[src/rtl/classify_seq_pkg.sv]
// ============================================================================
// classify_seq_pkg : shared state encodings, types and parameter helpers
// Revision 1.0
// ============================================================================
`default_nettype none

package classify_seq_pkg;

   localparam int CNT_W_DEF = 3;

   localparam logic [2:0] ST_IDLE   = 3'd0;
   localparam logic [2:0] ST_CLEAR  = 3'd1;
   localparam logic [2:0] ST_SETTLE = 3'd2;
   localparam logic [2:0] ST_RUN    = 3'd3;
   localparam logic [2:0] ST_DRAIN  = 3'd4;
   localparam logic [2:0] ST_DECIDE = 3'd5;
   localparam logic [2:0] ST_HOLD   = 3'd6;

   typedef struct packed {
      logic class_id;
      logic tie;
   } decision_t;

   // The threshold must leave room for one in-flight increment without wrapping.
   function automatic bit stop_th_ok(input int stop_th, input int cnt_w);
      return stop_th <= (1 << cnt_w) - 2;
   endfunction

endpackage

`default_nettype wire

[src/rtl/classify_argmax.sv]
// ============================================================================
// classify_argmax : combinational compare of two potentials -> class, tie
// Revision 1.0
// ============================================================================
`default_nettype none

module classify_argmax
   import classify_seq_pkg::*;
#(
   parameter int CNT_W = CNT_W_DEF
) (
   input  logic [CNT_W-1:0] p1,
   input  logic [CNT_W-1:0] p2,
   output decision_t        dec
);

   assign dec.class_id = (p2 > p1);
   assign dec.tie      = (p1 == p2);

endmodule

`default_nettype wire

[src/rtl/classify_seq.sv]
// ============================================================================
// classify_seq : frame sequencer for the two-neuron classification stage
// Revision 1.0
// ============================================================================
`default_nettype none

module classify_seq
   import classify_seq_pkg::*;
#(
   parameter int WINDOW  = 64,
   parameter int CNT_W   = CNT_W_DEF,
   parameter int STOP_TH = 6,
   parameter int FLUSH   = 2
) (
   input  logic             clk,
   input  logic             rst_n,
   input  logic             start,
   input  logic             abort,
   output logic             busy,
   output logic             en_t,
   output logic             neuron_rst_n,
   input  logic [CNT_W-1:0] potential1_t,
   input  logic [CNT_W-1:0] potential2_t,
   output logic             result_valid,
   input  logic             result_ready,
   output logic             class_id,
   output logic             tie,
   output logic             early_stop
);

   localparam int              CW        = $clog2(WINDOW + 1);
   localparam logic [CW-1:0]   WIN_LAST  = CW'(WINDOW - 1);
   localparam logic [CW-1:0]   FLUSH_END = CW'(FLUSH - 1);
   localparam logic [CNT_W-1:0] TH       = CNT_W'(STOP_TH);

   if (!stop_th_ok(STOP_TH, CNT_W)) begin : g_bad_stop_th
      $error("classify_seq: STOP_TH exceeds 2**CNT_W-2");
   end

   logic [2:0]       state_q, state_d;
   logic [CW-1:0]    cnt_q, cnt_d;
   logic             stop_flag_q, stop_flag_d;
   logic             busy_q, busy_d;
   logic             en_t_q, en_t_d;
   logic             nrst_q, nrst_d;
   logic             valid_q, valid_d;
   logic             class_q, class_d;
   logic             tie_q, tie_d;
   logic             early_q, early_d;
   logic [CNT_W-1:0] pmax;
   logic             thr_hit;
   decision_t        dec;

   classify_argmax #(.CNT_W(CNT_W)) u_argmax (
      .p1  (potential1_t),
      .p2  (potential2_t),
      .dec (dec)
   );

   assign pmax    = (potential1_t > potential2_t) ? potential1_t : potential2_t;
   assign thr_hit = (pmax >= TH);

   always_comb begin
      state_d     = state_q;
      cnt_d       = cnt_q;
      stop_flag_d = stop_flag_q;
      class_d     = class_q;
      tie_d       = tie_q;
      early_d     = early_q;
      case (state_q)
         ST_IDLE:   if (start) state_d = ST_CLEAR;
         ST_CLEAR:  state_d = abort ? ST_IDLE : ST_SETTLE;
         ST_SETTLE: begin
            state_d = abort ? ST_IDLE : ST_RUN;
            cnt_d   = '0;
         end
         ST_RUN: begin
            if (abort) begin
               state_d = ST_IDLE;
            end else if (thr_hit || cnt_q == WIN_LAST) begin
               // Threshold wins the early_stop flag even on the window's last cycle.
               state_d     = ST_DRAIN;
               cnt_d       = '0;
               stop_flag_d = thr_hit;
            end else begin
               cnt_d = cnt_q + 1'b1;
            end
         end
         ST_DRAIN: begin
            if (abort) begin
               state_d = ST_IDLE;
            end else if (cnt_q == FLUSH_END) begin
               state_d = ST_DECIDE;
            end else begin
               cnt_d = cnt_q + 1'b1;
            end
         end
         ST_DECIDE: begin
            state_d = ST_HOLD;
            class_d = dec.class_id;
            tie_d   = dec.tie;
            early_d = stop_flag_q;
         end
         ST_HOLD:   if (result_ready) state_d = ST_IDLE;
         default:   state_d = ST_IDLE;
      endcase
      if (state_d == ST_IDLE) cnt_d = '0;

      // Outputs are registered from the next state so they line up with it.
      busy_d  = (state_d != ST_IDLE);
      en_t_d  = (state_d == ST_RUN);
      nrst_d  = (state_d != ST_CLEAR);
      valid_d = (state_d == ST_HOLD);
   end

   always_ff @(posedge clk or negedge rst_n) begin
      if (!rst_n) begin
         state_q     <= ST_IDLE;
         cnt_q       <= '0;
         stop_flag_q <= 1'b0;
         busy_q      <= 1'b0;
         en_t_q      <= 1'b0;
         nrst_q      <= 1'b1;
         valid_q     <= 1'b0;
         class_q     <= 1'b0;
         tie_q       <= 1'b0;
         early_q     <= 1'b0;
      end else begin
         state_q     <= state_d;
         cnt_q       <= cnt_d;
         stop_flag_q <= stop_flag_d;
         busy_q      <= busy_d;
         en_t_q      <= en_t_d;
         nrst_q      <= nrst_d;
         valid_q     <= valid_d;
         class_q     <= class_d;
         tie_q       <= tie_d;
         early_q     <= early_d;
      end
   end

   assign busy         = busy_q;
   assign en_t         = en_t_q;
   assign neuron_rst_n = nrst_q;
   assign result_valid = valid_q;
   assign class_id     = class_q;
   assign tie          = tie_q;
   assign early_stop   = early_q;

endmodule

`default_nettype wire

[config.mk]
export PLATFORM = sky130hd
export DESIGN_NAME = classify_seq
export DESIGN_NICKNAME = d
export VERILOG_FILES = /design/src/rtl/classify_seq_pkg.sv /design/src/rtl/classify_argmax.sv /design/src/rtl/classify_seq.sv
export SDC_FILE = /design/constraint.sdc
export NUM_CORES = 1
export LEC_CHECK = 0
export ABC_CLOCK_PERIOD_IN_PS = 2400
export BUFFER_PORTS_ARGS = -buffer_cell sky130_fd_sc_hd__buf_2
export CORE_MARGIN = 5
export CORE_UTILIZATION = 30
export DETAILED_ROUTE_END_ITERATION = 16
export SLEW_MARGIN = 40
export SYNTH_ARGS = -nofsm -noshare
export SYNTH_HDL_FRONTEND = slang
export SYNTH_SLANG_ARGS = --single-unit
export TNS_END_PERCENT = 20
[constraint.sdc]
create_clock -name clk -period 2.4 [get_ports clk]
set_clock_uncertainty 0.2 [all_clocks]
set_input_delay 0.48 -clock clk [delete_from_list [all_inputs] [get_ports clk]]
set_output_delay 0.48 -clock clk [all_outputs]
set_load 0.02 [all_outputs]
======== Yosys cells after proc, flatten, opt, wreduce, memory -nomap -nowiden ========
Index checks and enable logic that the tools add are counted.
word-level totals
  register bits ........................... 18
  bits in latches ......................... 0
  RAM bits ................................ 0
  memory bits (read-only) ................. 0
  word-level logic and storage cells ...... 53
  memories ................................ 0
operators by class
  add/subtract/negate cells ............... 1
  multipliers ............................. 0
  div/mod/pow operators ................... 0
  order comparisons ....................... 3
  eq/ne operators ......................... 15
  shift operators ......................... 0
  mux-type cells .......................... 16
  bitwise operators ....................... 1
  reductions and logical operators ........ 7
operator list
  kind                 number
  $mux 7               5
  $mux 3               7
  $pmux 3 s7           1
  $pmux 7 s3           1
  $eq 3x3->1 const B   4
  $eq 3x2->1 const B   3
  $ne 3x3->1 const B   3
  $add 7x1->7 const B  1
  $eq 7x1->1 const B   1
  $eq 7x6->1 const B   1
  $gt 3x3->1           2
  $logic_not 3->1      2
  $mux 2               2
  $reduce_and 4->1     1
  $reduce_bool 4->1    1
  $eq 3x1->1 const B   1
  $eq 3x3->1           1
  $ge 3x3->1 const B   1
  $ne 3x1->1 const B   1
  $reduce_and 3->1     1
  $reduce_bool 3->1    1
  $logic_or 1x1->1     1
  $not 1->1            1

======== Logic depth before layout (Yosys ltp) ========
Gate-level depths: netlist (run 1).
  depth in word-level cells ............... 10
  gate-level depth with buffers ........... 7
  gate-level depth less buffers ........... 7

======== Modules after synthesis ========
Synthesis (run 1) repeated with hierarchy kept, for this count alone.
second synthesis, totals
  cells, all modules ...................... 125
  area, all modules ....................... 1203.7 µm²
by module, submodules not included
  module           instances  cells each  area each (µm²)  seq. area each (µm²)
  classify_seq     1          115         1122.3           451.7
  classify_argmax  1          10          81.3             0.0

======== Worst setup path before layout (run 1) ========
Ideal clock, no wire load.
  path kind ............................... reg-to-reg
  from .................................... register cnt_q[1]
  to ...................................... register cnt_q[6]
  library setup time ...................... 0.134 ns
  arrival time ............................ 1.723 ns
  required time ........................... 2.066 ns
  path slack .............................. 0.343 ns
  stages on the path, launching flop included .. 8
  path buffers ............................ 0
  path through ............................ dfrtp_1 -> inv_1 -> ha_1 -> or4b_4 -> o31a_1 -> o2111ai_1 -> xor2_1 -> nor2_1
on the way
  cells in the longest elaborated chain, start to end .. 8
  elaborated cells on any way between the ends .. 21
  classes of those cells .................. add/sub: 1; eq/ne: 5; mux: 11; reduce/logical: 4
RTL lines
  what                                                       line                 source
  start, declared                                            classify_seq.sv:41   logic [CW-1:0] cnt_q, cnt_d;
  start signal, assigned                                     classify_seq.sv:130  cnt_q <= cnt_d;
  $eq 7x6->1                                                 classify_seq.sv:80   end else if (thr_hit || cnt_q == WIN_LAST) begin
  $logic_or 1x1->1                                           classify_seq.sv:80
  $mux 3                                                     classify_seq.sv:80
  $mux 3                                                     classify_seq.sv:78   if (abort) begin
  $pmux 3 s7                                                 classify_seq.sv:70   case (state_q)
  $logic_not 3->1                                            classify_seq.sv:107  if (state_d == ST_IDLE) cnt_d = '0;
  $ne 3x3->1 (no line) or $reduce_bool 4->1 (tied branches)  n/a
  $reduce_and 4->1 (no line)                                 n/a
Several ways; a longest one is shown, not always the timed one. The select of a mux whose other input is x is not followed.
A chain may end at the register's enable or synchronous reset.

======== Worst setup path after layout (run 1) ========
Ends and elaborated chain as after synthesis.

==> out/results.tsv, run 1 <==
stage	metric	value	unit
floorplanning	die area	4650	sq um
logic_synthesis	syn_nets	124	
logic_synthesis	Post-Synth Simple-Gate Area	21.0	%
pwr	maximum vdd drop	0.287	mV
timing	headroom to the max-slew limit	68.0	%
finish	final net count	144	
critical_path	Worst setup SP type	flip-flop	
logic_synthesis	Area contributors post-synth	dfrtp_1, ha_1, nand2_1, o21ai_0, xor2_1	
logic_synthesis	synth warn	0	
logic_synthesis	Post-synth EDFFs	0	
logic_synthesis	leading area contributor after synthesis	dfrtp_1	
critical_path	crit-path cells	inv_1 > ha_1 > or4b_4 > o31a_1 > o2111ai_1 > xor2_1 > nor2_1	
logic_synthesis	multiplexer share of the synthesized area	3.21	%
routing	DRC Markers	0	
global_route	number of global-route vias before repair	830	
floorplanning	# rows	21	
logic_synthesis	cells after synthesis	108	
cts	post_cts resized	0	
finish	Area Growth Syn to Fin	17.3	%
floorplanning	core area	3310	sq um
min_path	Hold WC Path Type	flip-flop to flip-flop	
global_route	GRT overflow	0	
placed_design	Port Buffers	17	
logic_synthesis	Netlist Area Pre-Place	1010	sq um
logic_synthesis	Mean Syn Cell Area	9.40	sq um
timing	WHS	0.291	ns
timing	Final Setup Violations	0	
routing	DR vias/cell	4.92	
timing	Max Freq	0.451	GHz
critical_path	slowest CP cell	or4b_4	
cts	number of buffers created by CTS	3	
timing	Slew Viols, Final	0	
routing	mean routed wirelength per cell	12.3	um
routing	DRT Wirelength	2130	um
critical_path	CP peak stage delay	0.46	ns
cts	CTS tree	done	
timing	Final Cycle Share	92.5	%
floorplanning	# IOs	18	
run	Max-Cap Viols	0	
global_route	first-pass GRT wire length	3660	um
cts	Post-CTS Setup Inserts	0	
critical_path	WP data required	2.36	ns
cts	CTS root buffer	clkbuf_4	
cts	CTS H-tree depth	1	
routing	post-route ant nets	0	
finish	Antenna Cells	0	
floorplanning	initial core utilization	30.7	%
placed_design	GPL Wtd Cong	0.860	
logic_synthesis	Synth Area in XOR/XNOR	3.45	%
global_route	pin count of the biggest net entering global routing	19	
timing	setup TNS	0	ns
placed_design	DP HPWL	1640	um
cts	# clock sinks	18	
logic_synthesis	Synth cell types	38	
critical_path	Crit. End Element	flip-flop	
logic_synthesis	Yosys reg bits	18	
global_route	Total GRT Usage	10.5	%
finish	Final Util	35.9	%
placed_design	Post-DP Area	1140	sq um
finish	Final Cell Area	1190	sq um
logic_synthesis	area share of fa/ha/maj cells after synthesis	6.17	%
pwr	power per cell area	846	nW/um^2
logic_synthesis	sequential fraction of the synthesis area	44.5	%
global_route	initial antenna violation count	0	
routing	routed via count	852	
logic_synthesis	Compound-Gate Fraction of Synth Area	17.8	%
routing	Starting DRT DRC Count	71	
finish	share of cells above drive strength 1	20.5	%
timing	Final Hold Viols	0	
timing	slew at the pin with the worst max-slew slack	0.480	ns
logic_synthesis	top_reg_cell synth	dfrtp_1	
routing	TritonRoute pass-1 iters	4	
outcome	outcome	finished, final reports clean	
floorplanning	Die Y	68.2	um
pwr	Static Leak	0.000567	uW
cts	Clk Latency, worst-skew pair	0.29	ns
logic_synthesis	share of the synthesized area in the top cell type	41.9	%
timing	Final min period	2.22	ns
timing	unrepaired setup endpoints after global routing	false	
floorplanning	Die Width	68.2	um
logic_synthesis	largest family of logic cells by synthesized area	simple AND/OR/NAND/NOR gates	
critical_path	Setup CP Type	flip-flop to flip-flop	
critical_path	reg2reg setup slack	0.18	ns
cts	Clock Pin Slew Worst Setup and Hold Paths	0.11	ns
critical_path	CP max FO	6	
logic_synthesis	async set or reset register ratio after synthesis	100	%
cts	Clock Path Buffers	2	
critical_path	Arr. time, crit path	2.18	ns
## stage by stage
| stage | worst slack, ns | std cells | total power (uW) |
|---|---|---|---|
| 5_1_grt | 0.0377 | 173 | 1090 |
| 4_1_cts | 0.166 | 173 | 1020 |
| 3_3_place_gp | 0.121 | 168 | 822 |
| 2_1_floorplan | 0.343 | 108 | 716 |
| 6_report | 0.181 | 173 | 1010 |
| 3_5_place_dp | 0.0531 | 168 | 831 |
## cells in the final DEF, fill, tap and decap left out, drive strengths merged, types with 3 or more instances in the layout
cell and instances:
nor2 7, a31oi 3, a21oi 5, clkbuf 4, nand2b 3, o21ai 10
ha 5, buf 17, xor2 4, inv 7, dfrtp 17, nand2 12
## critical path, delay by kind of cell (launching register included)
family                     cells  cell delay, ns
DFF                            1            0.41
and+or+nand+nor                2            0.51
AOI/OAI and AO/OA              2            0.58
xor gates and xnor gates       1            0.17
adders and majority gates      1            0.14
buffers and inverters          1            0.08
## power breakdown
part           internal [uW]  switching, uW
Sequential               381           81.1
Combinational            140            218
Clock                   92.4           94.2
Total                    614            393
## flip-flops by register name, summed over array words and instances (netlist names)
register      flops
busy              1
class_id          1
cnt_q             7
early_stop        1
en_t              1
neuron_rst_n      1
result_valid      1
state_q           3
stop_flag_q       1
tie               1
## path summary, 6_finish.rpt
check                      startpoint            to  cells after the start
max reg2reg                  cnt_q[1]      cnt_q[6]                      7
max in group asynchronous       rst_n  neuron_rst_n                      2
min reg2reg                  class_id      class_id                      2
max                          cnt_q[1]      cnt_q[6]                      7
min                          class_id      class_id                      2
min in group asynchronous       rst_n    state_q[1]                      2
## logic make-up after synthesis
logic type	count (synthesis)
AO/OA/AOI/OAI	29
flip-flops	18
AND/OR/NAND/NOR	39
XOR/XNOR	4
multiplexers	3
adder cells (fa/ha/maj)	5
buffers and inverters	10
## what timing repair did
action                                 CTS  global route
setup endpoints to repair                0             0
endpoints found under the hold margin   17             0
hold buffers                             1             0
## per-layer routing
layer	global-route usage, %	wire length [um]	part of all wire [%]	vias up
met5	0	0	0	-
met4	5.21	49	2.3	0
met3	2.96	85	4.0	4
met2	17.0	997	47	16
met1	12.8	994	47	406
li1	-	-	-	426
## cells in the mapped netlist, types with 3 or more instances
| master | instances |
|---|---|
| a21oi_1 | 5 |
| a31oi_1 | 3 |
| dfrtp_1 | 17 |
| ha_1 | 5 |
| inv_1 | 7 |
| nand2_1 | 12 |
| nand2b_1 | 3 |
| nor2_1 | 7 |
| o21ai_0 | 7 |
| o21ai_1 | 3 |
| xor2_1 | 4 |
## cell type report
cell class | count | area (sq um)
well taps | 46 | 57.6
repair buffers | 18 | 95.1
clock buffers | 4 | 36.3
inverters | 7 | 26.3
fillers | 347 | 2120
flip-flops and latches | 18 | 452
multi-input cells | 80 | 523
Note: power is estimated with default switching activity, not from simulation.
==> inputs of run 2 (changes only) <==
- REMOVE_ABC_BUFFERS: not set -> 1
==> run 2 against run 1 <==
Against the previous run: global-route usage is 0.24 points lower; sequential share of layout area rose by 0.32 points; combinational power barely moved; core utilization is 0.30 points lower; die area unchanged; clock power is 18% lower; register-to-register slack better by 0.02 ns; sequential cell count is the same; critical path type unchanged; worst setup slack improved by 0.024 ns; routed wire length decreased by 2.3%; fmax rose by 1.1%.
==> out/results.tsv, run 2 (synthesis gave the netlist of run 1 again) <==
stage	metric	value	unit	change
routing	TritonRoute pass-1 iters	4		unchanged
timing	unrepaired setup endpoints after global routing	false		
floorplanning	# IOs	18		unchanged
floorplanning	initial core utilization	30.7	%	unchanged
cts	CTS tree	done		
cts	hold bufs inserted after CTS	1		unchanged
floorplanning	core area	3310	sq um	unchanged
routing	post-route ant nets	0		unchanged
finish	Antenna Cells	0		unchanged
critical_path	Worst setup SP type	flip-flop		
cts	Post-CTS Setup Inserts	0		unchanged
timing	Final Setup Violations	0		unchanged
finish	Final Cell Area	1180	sq um	-0.84%
finish	Fill cells	375		+8.1%
finish	Most flops, register	cnt_q		
finish	top flop regs	cnt_q (7), state_q (3)		
timing	Final Hold Viols	0		unchanged
timing	slew at the pin with the worst max-slew slack	0.440	ns	-0.0405 ns
floorplanning	Die Width	68.2	um	unchanged
critical_path	Arr. time, crit path	2.16	ns	-0.02 ns
global_route	number of global-route vias before repair	800		-3.6%
timing	Slew Viols, Final	0		unchanged
finish	Area Growth Syn to Fin	16.3	%	
routing	Starting DRT DRC Count	83		+17%
critical_path	crit-path cells	inv_1 > ha_1 > or4b_4 > o31a_1 > o2111ai_1 > xor2_1 > nor2_1		
timing	Max Freq	0.455	GHz	+1.1%
timing	Final min period	2.20	ns	-0.0235 ns
placed_design	GPL Wtd Cong	0.886		+3.1%
timing	Final Cycle Share	91.5	%	-0.98 points
finish	final net count	144		unchanged
placed_design	Port Buffers	17		unchanged
pwr	maximum vdd drop	0.243	mV	-16%
critical_path	CP Buf/Inv Count	1		unchanged
pwr	Static Leak	0.000561	uW	-1.1%
floorplanning	# rows	21		unchanged
cts	Clock Pin Slew Worst Setup and Hold Paths	0.10	ns	about the same
finish	most frequent cells in the layout	dfrtp_1, buf_2, nand2_1		
routing	DRC Markers	0		unchanged
cts	Clock Path Buffers	2		unchanged
cts	post_cts resized	0		unchanged
cts	CTS H-tree depth	1		unchanged
routing	DRT Wirelength	2080	um	-2.3%
critical_path	CP peak stage delay	0.45	ns	about the same
outcome	outcome	finished, final reports clean		
critical_path	Crit. End Element	flip-flop		
critical_path	CP max FO	6		unchanged
placed_design	Post-DP Area	1140	sq um	unchanged
routing	mean routed wirelength per cell	12.0	um	-2.3%
floorplanning	Die Y	68.2	um	unchanged
cts	Clk Latency, worst-skew pair	0.29	ns	about the same
critical_path	WP data required	2.36	ns	about the same
placed_design	DP HPWL	1640	um	about the same
placed_design	dpl cells	168		unchanged
cts	number of buffers created by CTS	3		unchanged
global_route	pin count of the biggest net entering global routing	19		unchanged
min_path	Hold WC Path Type	flip-flop to flip-flop		
cts	# clock sinks	18		unchanged
cts	CTS root buffer	clkbuf_4		
finish	number of flip-flops in the largest register	7		unchanged
routing	routed via count	831		-2.5%
finish	share of cells above drive strength 1	19.7	%	-0.79 points
global_route	Total GRT Usage	10.3	%	-0.24 points
global_route	GRT overflow	0		unchanged
global_route	initial antenna violation count	0		unchanged
routing	DR vias/cell	4.80		-2.5%
pwr	power per cell area	824	nW/um^2	-2.6%
run	Max-Cap Viols	0		unchanged
critical_path	slowest CP cell	or4b_4		
floorplanning	die area	4650	sq um	unchanged
finish	final instance count without filler cells	173		unchanged
timing	headroom to the max-slew limit	70.7	%	+2.7 points
critical_path	Setup CP Type	flip-flop to flip-flop		
critical_path	reg2reg setup slack	0.20	ns	+0.02 ns
global_route	first-pass GRT wire length	3560	um	-2.7%
timing	setup TNS	0	ns	unchanged
critical_path	CP delay by family, top	compound AO/OA/AOI/OAI gates		
==> run 2: per-stage QoR <==
stage	utilization (%)	power [uW]	setup WS, ns	hold slack (ns)
finish	35.6	973	0.204	0.290
global route	35.6	1060	0.0841	0.309
CTS	35.6	989	0.185	0.299
detailed placement	34.5	828	0.0219	0.233
global placement	34.5	820	0.115	0.232
floorplan	-	704	0.343	-0.0156
==> run 2: worst min-delay path, stage by stage (launching register included) <==
cell and delay [ns]:
dfrtp_1 0.36, nand2_1 0.05, o21ai_0 0.06
==> run 2: layout make-up <==
type                    count  area (sq um)  area share (%)
multi-input cells          80           523            44.3
flip-flops and latches     18           452            38.3
repair buffers             18          95.1            8.06
well taps                  46          57.6            4.88
clock buffers               4          26.3            2.23
inverters                   7          26.3            2.23
==> run 2: final timing paths <==
kind | startpoint | endpoint | depth (start not counted)
max | cnt_q[1] | cnt_q[6] | 7
max in group asynchronous | rst_n | neuron_rst_n | 2
min | class_id | class_id | 2
min in group asynchronous | rst_n | state_q[1] | 2
max reg2reg | cnt_q[1] | cnt_q[6] | 7
min reg2reg | class_id | class_id | 2
==> run 2: power breakdown <==
part | switching, uW | internal, uW
logic | 216 | 140
registers | 82.1 | 382
clock network | 88.3 | 64.7
total | 386 | 586
==> run 2: routing by layer <==
| layer | up-vias | share of wire (%) | routed length, um | GRT usage [%] |
|---|---|---|---|---|
| li1 | 424 | - | - | - |
| met1 | 387 | 49 | 1020 | 13.3 |
| met2 | 16 | 45 | 927 | 15.2 |
| met3 | 4 | 3.1 | 64 | 1.97 |
| met4 | 0 | 3.1 | 65 | 7.44 |
| met5 | - | 0 | 0 | 0 |
